### src/rtl/ib_rx_fifo_if.sv
// Handshake bundle between the host UART receiver, ib_rx_fifo and the IB transponder.
// Master drives the incoming byte strobe and the transponder acknowledge; slave is the FIFO.
interface ib_rx_fifo_if #(
  parameter int DATA_W = 8,
  parameter int CW     = 5
);
  logic [DATA_W-1:0] in_data;
  logic              in_valid;
  logic [DATA_W-1:0] out_data;
  logic              out_available;
  logic              out_ack_n;
  logic              rts;
  logic              overflow;
  logic [CW-1:0]     count;

  modport master (
    output in_data, in_valid, out_ack_n,
    input  out_data, out_available, rts, overflow, count
  );

  modport slave (
    input  in_data, in_valid, out_ack_n,
    output out_data, out_available, rts, overflow, count
  );
endinterface

### src/rtl/ib_rx_fifo.sv
// Byte FIFO between the host UART receiver and the IB transponder: circular storage,
// four-phase data/available/ack_n output handshake and RTS flow control with hysteresis.
module ib_rx_fifo #(
  parameter int DATA_W = 8,
  parameter int DEPTH  = 16,
  parameter int RTS_HI = 12,
  parameter int RTS_LO = 4
) (
  input  logic          clk,
  input  logic          rst,
  ib_rx_fifo_if.slave   io
);
  localparam int AW = $clog2(DEPTH);
  localparam int CW = AW + 1;
  localparam logic [CW-1:0] FULL_C = CW'(DEPTH);
  localparam logic [CW-1:0] HI_C   = CW'(RTS_HI);
  localparam logic [CW-1:0] LO_C   = CW'(RTS_LO);

  typedef enum logic [1:0] {IDLE, OFFER, RELEASE} state_t;

  state_t            state;
  logic [DATA_W-1:0] mem [DEPTH];
  logic [AW-1:0]     wr_ptr;
  logic [AW-1:0]     rd_ptr;
  logic [CW-1:0]     count_q;
  logic [DATA_W-1:0] out_data_q;
  logic              avail_q;
  logic              rts_q;
  logic              ovf_q;
  logic              pop;
  logic              push_ok;
  logic              drop;

  // Push and pop both see pre-edge state; a full buffer still accepts when a pop frees a slot.
  always_comb begin
    pop     = (state == IDLE) && (count_q != '0) && io.out_ack_n;
    push_ok = io.in_valid && ((count_q != FULL_C) || pop);
    drop    = io.in_valid && !push_ok;
  end

  always_ff @(posedge clk) begin
    if (!rst && push_ok) mem[wr_ptr] <= io.in_data;
  end

  always_ff @(posedge clk) begin
    if (rst) begin
      state      <= IDLE;
      wr_ptr     <= '0;
      rd_ptr     <= '0;
      count_q    <= '0;
      out_data_q <= '0;
      avail_q    <= 1'b0;
      rts_q      <= 1'b0;
      ovf_q      <= 1'b0;
    end else begin
      if (push_ok) wr_ptr <= wr_ptr + AW'(1);
      if (drop)    ovf_q  <= 1'b1;

      case ({push_ok, pop})
        2'b10:   count_q <= count_q + CW'(1);
        2'b01:   count_q <= count_q - CW'(1);
        default: count_q <= count_q;
      endcase

      // Hysteresis from the registered count, so rts trails count by one cycle.
      if (count_q >= HI_C)      rts_q <= 1'b1;
      else if (count_q <= LO_C) rts_q <= 1'b0;

      case (state)
        IDLE: begin
          if (pop) begin
            out_data_q <= mem[rd_ptr];
            rd_ptr     <= rd_ptr + AW'(1);
            avail_q    <= 1'b1;
            state      <= OFFER;
          end
        end
        OFFER: begin
          if (!io.out_ack_n) begin
            avail_q <= 1'b0;
            state   <= RELEASE;
          end
        end
        RELEASE: begin
          if (io.out_ack_n) state <= IDLE;
        end
        default: begin
          avail_q <= 1'b0;
          state   <= IDLE;
        end
      endcase
    end
  end

  assign io.out_data      = out_data_q;
  assign io.out_available = avail_q;
  assign io.rts           = rts_q;
  assign io.overflow      = ovf_q;
  assign io.count         = count_q;
endmodule

### src/flat_wrapper.sv
// flat-port wrapper written by rule: the top's interface ports become plain ports
module ib_rx_fifo_flat 
#(
  parameter int DATA_W = 8,
  parameter int DEPTH  = 16,
  parameter int RTS_HI = 12,
  parameter int RTS_LO = 4
)
  (clk, rst, io_in_data, io_in_valid, io_out_ack_n, io_out_data, io_out_available, io_rts, io_overflow, io_count);
  ib_rx_fifo_if #(.DATA_W(DATA_W), .CW(($clog2(DEPTH) + 1))) io_i ();
  input  logic clk;
  input  logic rst;
  input wire logic [$bits(io_i.in_data)-1:0] io_in_data;
  input wire logic [$bits(io_i.in_valid)-1:0] io_in_valid;
  input wire logic [$bits(io_i.out_ack_n)-1:0] io_out_ack_n;
  output wire logic [$bits(io_i.out_data)-1:0] io_out_data;
  output wire logic [$bits(io_i.out_available)-1:0] io_out_available;
  output wire logic [$bits(io_i.rts)-1:0] io_rts;
  output wire logic [$bits(io_i.overflow)-1:0] io_overflow;
  output wire logic [$bits(io_i.count)-1:0] io_count;
  assign io_i.in_data = io_in_data;
  assign io_i.in_valid = io_in_valid;
  assign io_i.out_ack_n = io_out_ack_n;
  assign io_out_data = io_i.out_data;
  assign io_out_available = io_i.out_available;
  assign io_rts = io_i.rts;
  assign io_overflow = io_i.overflow;
  assign io_count = io_i.count;
  ib_rx_fifo #(.DATA_W(DATA_W), .DEPTH(DEPTH), .RTS_HI(RTS_HI), .RTS_LO(RTS_LO)) u_core (.clk(clk), .rst(rst), .io(io_i));
endmodule
### config.mk
export PLATFORM = sky130hd
export DESIGN_NAME = ib_rx_fifo_flat
export DESIGN_NICKNAME = d
export VERILOG_FILES = /design/src/rtl/ib_rx_fifo_if.sv /design/src/rtl/ib_rx_fifo.sv /design/src/flat_wrapper.sv
export SDC_FILE = /design/constraint.sdc
export NUM_CORES = 1
export LEC_CHECK = 0
export BUFFER_PORTS_ARGS = -buffer_cell sky130_fd_sc_hd__buf_2
export CAP_MARGIN = 5
export CORE_ASPECT_RATIO = 1.2
export CORE_MARGIN = 4
export CORE_UTILIZATION = 60
export DETAILED_ROUTE_END_ITERATION = 10
export HOLD_SLACK_MARGIN = 0.15
export PLACE_DENSITY = 0.78
export SYNTH_ARGS = -nofsm -noshare
export SYNTH_HDL_FRONTEND = slang
export SYNTH_SLANG_ARGS = --single-unit
export TNS_END_PERCENT = 20
### constraint.sdc
create_clock -name clk -period 3.3 [get_ports clk]
set_clock_uncertainty 0.15 [all_clocks]
set_input_delay 0.33 -clock clk [delete_from_list [all_inputs] [get_ports clk]]
set_output_delay 0.33 -clock clk [all_outputs]
set_load 0.05 [all_outputs]
==> key figures <==
CTS
  – Setup bufs post-CTS: 0
  – Cts repair resizes: 0
  – Total clock sinks: between 150 and 200
  – H-tree levels: 4
  – CTS tree: built
  – Clock Latency Late Sink: about 0.42 ns
  – Number of buffers created by CTS: 17
  – Hold_buf cts: 2
  – Max clock buf depth: 2
  – Root Buffer: clkbuf_16
  – Clock-pin slew on the worst setup and hold paths: about 0.06 ns

Yosys
  – FF+latch count, synth: around 150
  – Ys async rst share: 0%
  – Mapped Cells: around 400
  – Syn Area/Cell: approximately 16 µm²
  – Mapped Nets: between 400 and 500
  – EDFF count, synth: between 100 and 150
  – Netlist Area Pre-Place: 0.006260 mm²
  – Sequential area share after synthesis: a little over two thirds
  – Synth area leaders: edfxtp_1 (61%), dfxtp_1 (8.3%), mux2i_1 (5.8%)
  – Number of unique standard cell types used by synthesis: 47
  – Largest area contributor in the netlist: edfxtp_1
  – Top_reg_cell synth: edfxtp_1
  – Synth warnings: 0
  – Yosys top cell area share: between 60% and 70%

Critical path
  – Critical-path cell list: dlygate4sd3_1 -> buf_2 -> or3b_1 -> a311oi_2 -> nand2_1 -> nor2_1
  – CP max stage cell: nor2_1
  – CP arrival: between 2 and 3 ns
  – Critical path class: input pin to register
  – Worst path max stage delay: around 0.60 ns
  – Crit end category: register
  – Reg2reg start: u_core.io.count[0]$_SDFFE_PP0P_
  – Required time of the worst setup path: roughly 3.2 ns
  – CP startpoint kind: input pin
  – Crit-path max FO: 9
  – Worst Setup SP: io_out_ack_n

Finish
  – Fin area: slightly above 0.007 mm²
  – Share of cells above drive strength 1: between 20 and 25%
  – Area growth syn-to-layout: 13.79%
  – # fillers: between 600 and 700
  – Diode count: 0
  – Nets@finish: between 400 and 500

Detailed routing
  – Via Count: approximately 3600
  – Final wirelength: around 13000 µm
  – Initial DRT Pass Iterations: 8
  – DR iter-0 viols: about 340
  – DR WL/cell: 22.88 µm
  – Routed Antenna Nets: 0
  – DR vias/cell: around 6.3
  – Drt drc: 0

Global route
  – Tot GR Track Use: between 20% and 30%
  – Remaining global-route overflow: 0
  – Initial antenna violation count: 0
  – Pin count of the biggest net entering global routing: between 50 and 60
  – Wire length of the first global-routing pass: roughly 20000 µm
  – Vias in the first global route: about 3600

Timing
  – Setup TNS: 0 ns
  – Hold slack: 0.1776 ns
  – Slew Limit Fails: 0
  – Setup-failing EPs final: 0
  – Period minus WS final: roughly 2.9 ns
  – RSZ-0062 raised after global routing: no
  – Worst rel slew slack: 51.57%
  – Fmax: between 0.3 and 0.4 GHz
  – Slack of the critical path: about 0.44 ns
  – Fin. Hold Viols: 0
  – Least-Margin Pin Slew: 0.7238 ns
  – Fin crit share: between 80% and 90%

Place
  – Pre-CTS WS: 0.5366 ns
  – Placed cell areas: 0.006584 mm²
  – Final GP Congestion: approximately 0.87
  – IO Port Bufs: 27
  – HPWL after DPL: 8187 µm

Power and ir drop
  – LEAKAGE: ~2.3 nW
  – Max VDD drop: between 0.0003 and 0.0004 V
  – Pwr dens: 737.8 mW/mm²

Floorplan
  – Initial Util: between 60% and 70%
  – Die W: 101.2 µm
  – Row Count: 40
  – I/O pin cnt: 28
  – Die ar.: 0.01214 mm²
  – Height of the die: 119.9 µm
  – Core Area: about 0.010 mm²

Hold path
  – Hold Crit Start: io_in_data[2]
  – Worst min-delay path class: input pin to register

Outcome
  – Outcome: finished, final reports clean

Run
  – Max-cap violations: 0
-- through the flow --
| stage | util (%) | power [W] | instances |
|---|---|---|---|
| final | 70.46 | 0.005256 | 568 |
| after global routing | 70.46 | 0.005454 | 568 |
| after CTS | 70.46 | 0.005277 | 568 |
| after detailed placement | 65.12 | 0.003574 | 534 |
| after global placement | 65.12 | 0.003524 | 534 |
| after floorplan | - | 0.003267 | 389 |
-- layer usage --
metal / global-route usage (%) / routed length (µm)
met1: 30.84 / 5275
met2: 36.21 / 6427
met3: 6.860 / 950
met4: 8.562 / 343
met5: 0 / 0
-- worst max-delay path, delay by kind of cell --
kind	cells	cell delay (ns)
compound gates	1	0.47
simple gates	3	1.31
buf+inv	2	0.64
-- logic make-up (layout without fill, tap and decap cells) --
family / Yosys count / after routing / synth area share, %
flip-flops: 154 / 154 / 69.72
AO/OA/AOI/OAI: 53 / 53 / 6.236
XOR/XNOR: 8 / 8 / 1.119
buffers and inverters: 27 / 80 / 1.759
AND/OR/NAND/NOR: 82 / 82 / 6.537
adder cells (fa/ha/maj): 9 / 9 / 1.919
multiplexers: 56 / 56 / 12.71
-- worst paths after layout --
path	depth (start not counted)	endpoint	slack, ns
worst min register to register	2	u_core.io.rts$_SDFFE_PP0P_	0.33
worst max register to register	8	u_core.io.count[3]$_SDFFE_PP0P_	0.59
worst min-delay path	1	u_core.mem[14][2]$_DFFE_PP_	0.18
worst max-delay path	6	u_core.mem[12][5]$_DFFE_PP_	0.44
-- cell usage in the layout (no fill, tap or decap), types with 2 or more instances in the layout --
cell type / Yosys / routed
a211oi_1: 11 / 11
a21o_1: 2 / 2
a21oi_1: 3 / 3
a22oi_1: 8 / 8
a31oi_1: 2 / 2
buf_2: 7 / 27
buf_4: 0 / 14
clkbuf_1: 11 / 4
clkbuf_16: 0 / 17
clkbuf_8: 0 / 2
clkinv_2: 0 / 5
clkinvlp_4: 0 / 3
dfxtp_1: 26 / 25
dlygate4sd3_1: 0 / 2
edfxtp_1: 128 / 128
ha_1: 8 / 8
inv_1: 4 / 4
mux2_4: 2 / 2
mux2i_1: 36 / 36
mux2i_4: 2 / 2
mux4_2: 16 / 16
nand2_1: 8 / 8
nand2b_1: 6 / 6
nand3_1: 5 / 5
nor2_1: 33 / 33
nor2b_1: 4 / 4
nor3_1: 15 / 15
o211ai_1: 2 / 2
o22ai_1: 16 / 16
xnor2_1: 6 / 6
xor2_1: 2 / 2
-- registers in the layout, summed over array words and instances, names as in the netlist --
register                 flops
u_core.state                 2
u_core.rd_ptr                4
u_core.wr_ptr                4
u_core.io.overflow           1
u_core.io.out_data           8
u_core.io.rts                1
u_core.io.count              5
u_core.mem                 128
u_core.io.out_available      1
-- power by group --
group          switching, W  internal [W]  total, W
registers          0.000119       0.00222   0.00234
clock network      0.000720      0.000990   0.00171
logic              0.000797      0.000410   0.00121
-- layout make-up --
| type | count | area, µm² | share of cell area (%) |
|---|---|---|---|
| Clock buffer | 23 | 467.9 | 6.569 |
| Clock inverter | 9 | 51.30 | 0.7202 |
| Inverter | 4 | 15.01 | 0.2108 |
| Multi-Input combinational cell | 208 | 1785 | 25.07 |
| Sequential cell | 154 | 4365 | 61.29 |
| Tap cell | 126 | 157.7 | 2.213 |
| Timing Repair Buffer | 44 | 280.3 | 3.935 |
-- cell usage after synthesis, drive strengths merged (11+ instances only) --
cell,instances
edfxtp,128
mux2i,38
nor2,33
dfxtp,26
mux4,16
o22ai,16
nor3,15
buf,12
a211oi,11
clkbuf,11
No activity file was read; power rests on OpenSTA's default activity.
